[src/rtl/dac_multi_channel_ctrl.sv]
// Serial-command DAC controller: receives a channel number and a DAC code as
// a stream of bit strobes, issues one 3-byte I2C write per command and keeps
// a readable shadow copy of the last code written to every channel.
module dac_multi_channel_ctrl #(
   parameter int         DATA_W      = 10,
   parameter int         NUM_CH      = 4,
   parameter int         CH_W        = 2,
   parameter logic [6:0] I2C_ADDR    = 7'b0001101,
   parameter int         ACK_TIMEOUT = 255
) (
   input  logic              clk,
   input  logic              rst_n,
   input  logic              set_v,
   input  logic              set_v_1,
   input  logic              set_v_0,
   input  logic              abort,
   output logic [6:0]        i2c_addr,
   output logic [23:0]       i2c_data,
   output logic [1:0]        i2c_nbytes,
   output logic              i2c_r_w,
   output logic              i2c_load,
   input  logic              i2c_busy,
   input  logic [CH_W-1:0]   rd_ch,
   output logic [DATA_W-1:0] rd_code,
   output logic              busy,
   output logic              done,
   output logic              err
);

   // one shift register serves both the channel field and the code field
   localparam int SH_W  = (DATA_W > CH_W) ? DATA_W : CH_W;
   localparam int TMO_W = $clog2(ACK_TIMEOUT + 1);

   typedef enum logic [2:0] {
      IDLE      = 3'd0,
      RX_CH     = 3'd1,
      RX_DATA   = 3'd2,
      WAIT_BUS  = 3'd3,
      LOAD      = 3'd4,
      WAIT_ACK  = 3'd5,
      WAIT_DONE = 3'd6
   } state_t;

   state_t              state_r;
   state_t              next_s;
   logic [4:0]          bit_cnt_r;
   logic [SH_W-1:0]     sh_r;
   logic [SH_W-1:0]     sh_shift_s;
   logic [CH_W-1:0]     ch_r;
   logic [DATA_W-1:0]   code_r;
   logic [TMO_W-1:0]    tmo_r;
   logic [23:0]         i2c_data_r;
   logic                load_r;
   logic                busy_r;
   logic                done_r;
   logic                err_r;
   logic                bit_ev_s;
   logic                last_ch_s;
   logic                last_data_s;
   logic                ch_ok_s;
   logic                tmo_hit_s;
   logic                done_s;
   logic                err_s;
   logic [DATA_W-1:0]   shadow_r [NUM_CH];

   // a bit event is exactly one of the two strobes; both together is noise
   assign bit_ev_s    = set_v_1 ^ set_v_0;
   assign sh_shift_s  = SH_W'({sh_r, set_v_1});
   assign last_ch_s   = (bit_cnt_r == 5'(CH_W - 1));
   assign last_data_s = (bit_cnt_r == 5'(DATA_W - 1));
   assign ch_ok_s     = (32'(sh_shift_s[CH_W-1:0]) < 32'(NUM_CH));
   // the error pulse lands ACK_TIMEOUT cycles after the i2c_load cycle
   assign tmo_hit_s   = ((int'(tmo_r) + 32'sd2) >= ACK_TIMEOUT);

   assign i2c_addr   = I2C_ADDR;
   assign i2c_nbytes = 2'd3;
   assign i2c_r_w    = 1'b0;
   assign i2c_data   = i2c_data_r;
   assign i2c_load   = load_r;
   assign busy       = busy_r;
   assign done       = done_r;
   assign err        = err_r;

   // next-state decode; abort overrides every other transition
   always_comb begin
      next_s = state_r;
      done_s = 1'b0;
      err_s  = 1'b0;
      if (abort) begin
         next_s = IDLE;
      end else begin
         case (state_r)
            IDLE: begin
               if (set_v) next_s = RX_CH;
               else       next_s = IDLE;
            end
            RX_CH: begin
               if (bit_ev_s && last_ch_s) begin
                  if (ch_ok_s) begin
                     next_s = RX_DATA;
                  end else begin
                     err_s  = 1'b1;
                     next_s = IDLE;
                  end
               end else begin
                  next_s = RX_CH;
               end
            end
            RX_DATA: begin
               if (bit_ev_s && last_data_s) next_s = WAIT_BUS;
               else                         next_s = RX_DATA;
            end
            WAIT_BUS: begin
               if (!i2c_busy) next_s = LOAD;
               else           next_s = WAIT_BUS;
            end
            LOAD: begin
               next_s = WAIT_ACK;
            end
            WAIT_ACK: begin
               if (i2c_busy) begin
                  next_s = WAIT_DONE;
               end else if (tmo_hit_s) begin
                  err_s  = 1'b1;
                  next_s = IDLE;
               end else begin
                  next_s = WAIT_ACK;
               end
            end
            WAIT_DONE: begin
               if (!i2c_busy) begin
                  done_s = 1'b1;
                  next_s = IDLE;
               end else begin
                  next_s = WAIT_DONE;
               end
            end
            default: next_s = IDLE;
         endcase
      end
   end

   // state register and registered status outputs derived from the next state
   always_ff @(posedge clk or negedge rst_n) begin
      if (!rst_n) begin
         state_r <= IDLE;
         load_r  <= 1'b0;
         busy_r  <= 1'b0;
         done_r  <= 1'b0;
         err_r   <= 1'b0;
      end else begin
         state_r <= next_s;
         load_r  <= (next_s == LOAD);
         busy_r  <= (next_s != IDLE);
         done_r  <= done_s;
         err_r   <= err_s;
      end
   end

   // bit reception, command capture and the acknowledge timeout counter
   always_ff @(posedge clk or negedge rst_n) begin
      if (!rst_n) begin
         bit_cnt_r  <= 5'd0;
         sh_r       <= {SH_W{1'b0}};
         ch_r       <= {CH_W{1'b0}};
         code_r     <= {DATA_W{1'b0}};
         tmo_r      <= {TMO_W{1'b0}};
         i2c_data_r <= 24'd0;
      end else if (abort) begin
         bit_cnt_r <= 5'd0;
         sh_r      <= {SH_W{1'b0}};
      end else begin
         case (state_r)
            IDLE: begin
               if (set_v) begin
                  bit_cnt_r <= 5'd0;
                  sh_r      <= {SH_W{1'b0}};
               end
            end
            RX_CH: begin
               if (bit_ev_s) begin
                  if (last_ch_s) begin
                     ch_r      <= sh_shift_s[CH_W-1:0];
                     sh_r      <= {SH_W{1'b0}};
                     bit_cnt_r <= 5'd0;
                  end else begin
                     sh_r      <= sh_shift_s;
                     bit_cnt_r <= bit_cnt_r + 5'd1;
                  end
               end
            end
            RX_DATA: begin
               if (bit_ev_s) begin
                  if (last_data_s) begin
                     code_r     <= sh_shift_s[DATA_W-1:0];
                     i2c_data_r <= {8'(8'h01 << ch_r),
                                    16'(16'(sh_shift_s[DATA_W-1:0]) << (16 - DATA_W))};
                     sh_r       <= {SH_W{1'b0}};
                     bit_cnt_r  <= 5'd0;
                  end else begin
                     sh_r      <= sh_shift_s;
                     bit_cnt_r <= bit_cnt_r + 5'd1;
                  end
               end
            end
            LOAD:     tmo_r <= {TMO_W{1'b0}};
            WAIT_ACK: tmo_r <= tmo_r + {{(TMO_W-1){1'b0}}, 1'b1};
            default: ;
         endcase
      end
   end

   // shadow copy is updated only when a write completes successfully
   always_ff @(posedge clk or negedge rst_n) begin
      if (!rst_n) begin
         for (int i = 0; i < NUM_CH; i++) shadow_r[i] <= {DATA_W{1'b0}};
      end else if (done_s) begin
         for (int i = 0; i < NUM_CH; i++) begin
            if (ch_r == CH_W'(i)) shadow_r[i] <= code_r;
         end
      end
   end

   // shadow readback; channels beyond NUM_CH read as zero
   always_comb begin
      rd_code = {DATA_W{1'b0}};
      for (int i = 0; i < NUM_CH; i++) begin
         rd_code = rd_code | ((rd_ch == CH_W'(i)) ? shadow_r[i] : {DATA_W{1'b0}});
      end
   end

endmodule

[config.mk]
export PLATFORM = sky130hd
export DESIGN_NAME = dac_multi_channel_ctrl
export DESIGN_NICKNAME = d
export VERILOG_FILES = /design/src/rtl/dac_multi_channel_ctrl.sv
export SDC_FILE = /design/constraint.sdc
export NUM_CORES = 1
export LEC_CHECK = 0
export CORE_ASPECT_RATIO = 0.9
export CORE_MARGIN = 2
export CORE_UTILIZATION = 50
export DETAILED_ROUTE_END_ITERATION = 8
export GPL_TIMING_DRIVEN = 1
export PLACE_DENSITY = 0.74
export SLEW_MARGIN = 15
export SYNTH_ARGS = -nofsm -noshare
export SYNTH_HDL_FRONTEND = slang
export SYNTH_SLANG_ARGS = --single-unit
[constraint.sdc]
create_clock -name clk -period 4.9 [get_ports clk]
set_clock_uncertainty 0.15 [all_clocks]
set_input_delay 0.735 -clock clk [delete_from_list [all_inputs] [get_ports clk]]
set_output_delay 0.735 -clock clk [all_outputs]
set_load 0.005 [all_outputs]
==> flow_metrics.tcl <==
set metrics [dict create \
    ir_drop_uv 226 \
    synth_top_family_by_area "multiplexers" \
    globalRouteOverflowTotal 0 \
    dr.max_layer_used "met4" \
    endpoint "rd_code[2]" \
    synthCells 331 \
    holdCritPathClass "input port to async pin" \
    p_per_area_nw_per_um2 345 \
    ys_top_cells_by_count "dfrtp_1 (85), mux2_2 (47), buf_4 (23)" \
    multi_input_area_sq_um 1840 \
    first_iter_violations 106 \
    setup_viol 0 \
    final.setup.tns_ns 0 \
    status "finished, final reports clean" \
    crit_path_cell_trace "clkdlybuf4s50_1, mux4_2, clkdlybuf4s50_1" \
    syn_area_per_cell_sq_um 12.6 \
    io_buffers 36 \
    clk_latency_ns 0.36 \
    grt_max_degree 71 \
    synth_top_area_share_pct 50.8 \
    m1WireLength_um 3570 \
    cts_hold_buf 0 \
    final_antenna_net_count 0 \
    clockPowerShare_pct 31.5 \
    cp_max_fo 10 \
    post_cts_buffers 0 \
    setup_slack_ns 1.30 \
    yosys.area_share.adder_pct 1.79 \
    cts.repair.resized 0 \
    crit_type "input port to primary output" \
    combPwrFrac_pct 17.9 \
    seqPwrFrac_pct 50.7 \
    cts.htree.levels 3 \
    r2r_end "shadow_r[24]" \
    path_common_cell "clkdlybuf4s50_1" \
    grt_pass1_wl_um 13100 \
    synth-seq-cells 85 \
    relSlewSlack_pct 41.9 \
    fin_nets 376 \
    maxSlewViolCount 0 \
    yosys.cell_count.top_type "dfrtp_1" \
    r2r_start "state_r[0]" \
    placed_cells 449 \
    start_util_pct 51.9 \
    grtUsageTotal_pct 18.3 \
    path_clk_slew_ns 0.09 \
    vias 2611 \
    drcViolationCount 0 \
    synthXorXnorAreaFrac_pct 1.08 \
    cp.required_ns 4.01 \
    fmax_mhz 278 \
    cts_tree "done" \
    firstDrtPassIters 4 \
    grt_pass1_vias 2594 \
    r2r_cells 4 \
    p_sw_share_pct 31.2 \
    synthTopCellsByArea "dfrtp_1 (51%), mux2_2 (13%), mux4_2 (5.4%)" \
    p_leak_nw 2.24 \
    routed-wl-met2_um 3540 \
    synth_area_leader_cell "dfrtp_1" \
    place_congestion 0.780 \
    crit_start "rd_ch[0]" \
    switchingPower_mw 0.505 \
    routed_wl_um 7520 \
    syn_area_sq_um 4180 \
    synth_edf_count 0 \
    die_area_sq_um 9120 \
    post-place-ws_ns 1.26 \
    num_antenna_cells 0 \
    clock_sinks 85 \
    r2r_slack_ns 2.54 \
    period_minus_slack_ns 3.60 \
    antenna_found_initial 0 \
    finalHoldViolCount 0 \
    seq_area_sq_um 2130 \
    crit_slowest_cell "clkdlybuf4s50_1" \
    final_util_pct 58.1 \
    synth_flop_cell "dfrtp_1" \
    muxShareOfSynthArea_pct 21.3 \
    fill_cells 679 \
    cts-buffers-inserted 9 \
    fin_cells 465 \
    cts_root_buf "clkbuf_8" \
    rows 31 \
    vias_per_cell 5.62 \
    cts.path.max_buffers 2 \
    async_flop_share_pct 100 \
    syn_to_final_growth_pct 12.0 \
    max_slew.worst_pin.slew_ns 0.871 \
    end_kind "primary output" \
    ioPinCount 57 \
    arrival_ns 2.71 \
    min_period_over_period_pct 73.4 \
    routed-wl-met3_um 323 \
    yosys.area_share.simple_pct 11.3 \
    die_w_um 100 \
    drive_gt1_share_pct 25.1 \
    synth.distinct_cells 51 \
    die_h_um 90.8 \
    startpoint_type "input port" \
    wl_per_cell_um 16.2 \
    seq_area_frac_synth_pct 50.8 \
    drv_cap 0 \
    coreArea_sq_um 8070 \
    ys.warnings.count 0 \
    synth_compound_area_share_pct 6.79 \
    hpwl_um 5280 \
    max_stage_delay_ns 0.92 \
    rsz0062_at_grt "no" \
    p_int_mw 1.11 \
]
power by group through the flow:
stage | clock (mW) | combinational (mW) | sequential, mW
finish | 0.509 | 0.289 | 0.820
global placement | 0 | 0.281 | 0.829
floorplan | 0 | 0.270 | 0.791
global route | 0.558 | 0.331 | 0.833
detailed placement | 0 | 0.291 | 0.832
CTS | 0.525 | 0.291 | 0.819
cell families (layout without fill, tap and decap cells):
family | after synthesis | count (layout)
flops | 85 | 85
other cells | 2 | 20
mux | 68 | 68
compound gates | 39 | 39
fa+ha+maj | 6 | 6
simple gates | 86 | 86
xor+xnor | 3 | 3
buf+inv | 42 | 59
flip-flops by register name, indices dropped and copies added, names as in the netlist:
signal / cells
sh_r: 9
i2c_load: 1
shadow_r: 40
tmo_r: 8
ch_r: 2
bit_cnt_r: 5
err: 1
state_r: 3
code_r: 9
busy: 1
done: 1
i2c_data: 5
critical path, delay by kind of cell:
kind	cells	cell delay (ns)
multiplexers	1	0.58
buffers and inverters	2	1.39
per-stage QoR:
step           area, sq um  power [mW]  hold slack [ns]
6_report              4690        1.62           0.0712
5_1_grt               4690        1.72           0.0613
4_1_cts               4690        1.64           0.0587
3_5_place_dp          4480        1.12            0.322
3_3_place_gp          4480        1.11            0.312
2_1_floorplan         4250        1.06            0.289
per-layer routing:
metal,track usage (%),vias to the layer above
met3,5.19,7
met4,5.25,0
li1,-,1213
met2,28.7,55
met5,0,-
met1,24.9,1336
cells in the final DEF (no fill, tap or decap), types with 4 or more instances in the layout:
cell type	n
ha_1	6
mux4_2	10
nand3b_1	4
nor3_1	7
clkbuf_8	9
nand3_1	10
o21ai_0	8
clkdlybuf4s50_1	35
conb_1	20
a31oi_1	6
mux2_2	47
a22o_1	12
nor2_1	18
mux2_1	4
nand2_1	19
dfrtp_1	85
inv_1	5
mux2_4	4
nand2b_1	4
worst min-delay path by stage:
stage	to	start	slack (ns)
2_1_floorplan	bit_cnt_r[0]	rst_n	0.29
3_3_place_gp	shadow_r[5]	shadow_r[5]	0.31
3_5_place_dp	i2c_data[18]	i2c_data[18]	0.32
4_1_cts	shadow_r[30]	rst_n	0.06
5_1_grt	shadow_r[0]	rst_n	0.06
6_report	shadow_r[20]	rst_n	0.07
layout make-up:
cell class / instances / area share, %
sequential: 85 / 45.4
multi-input combinational: 222 / 39.3
timing repair buffer: 37 / 7.79
clock buffer: 9 / 2.64
tap: 99 / 2.64
clock inverter: 7 / 1.74
inverter: 6 / 0.481
(Power assumes the default switching activity.)
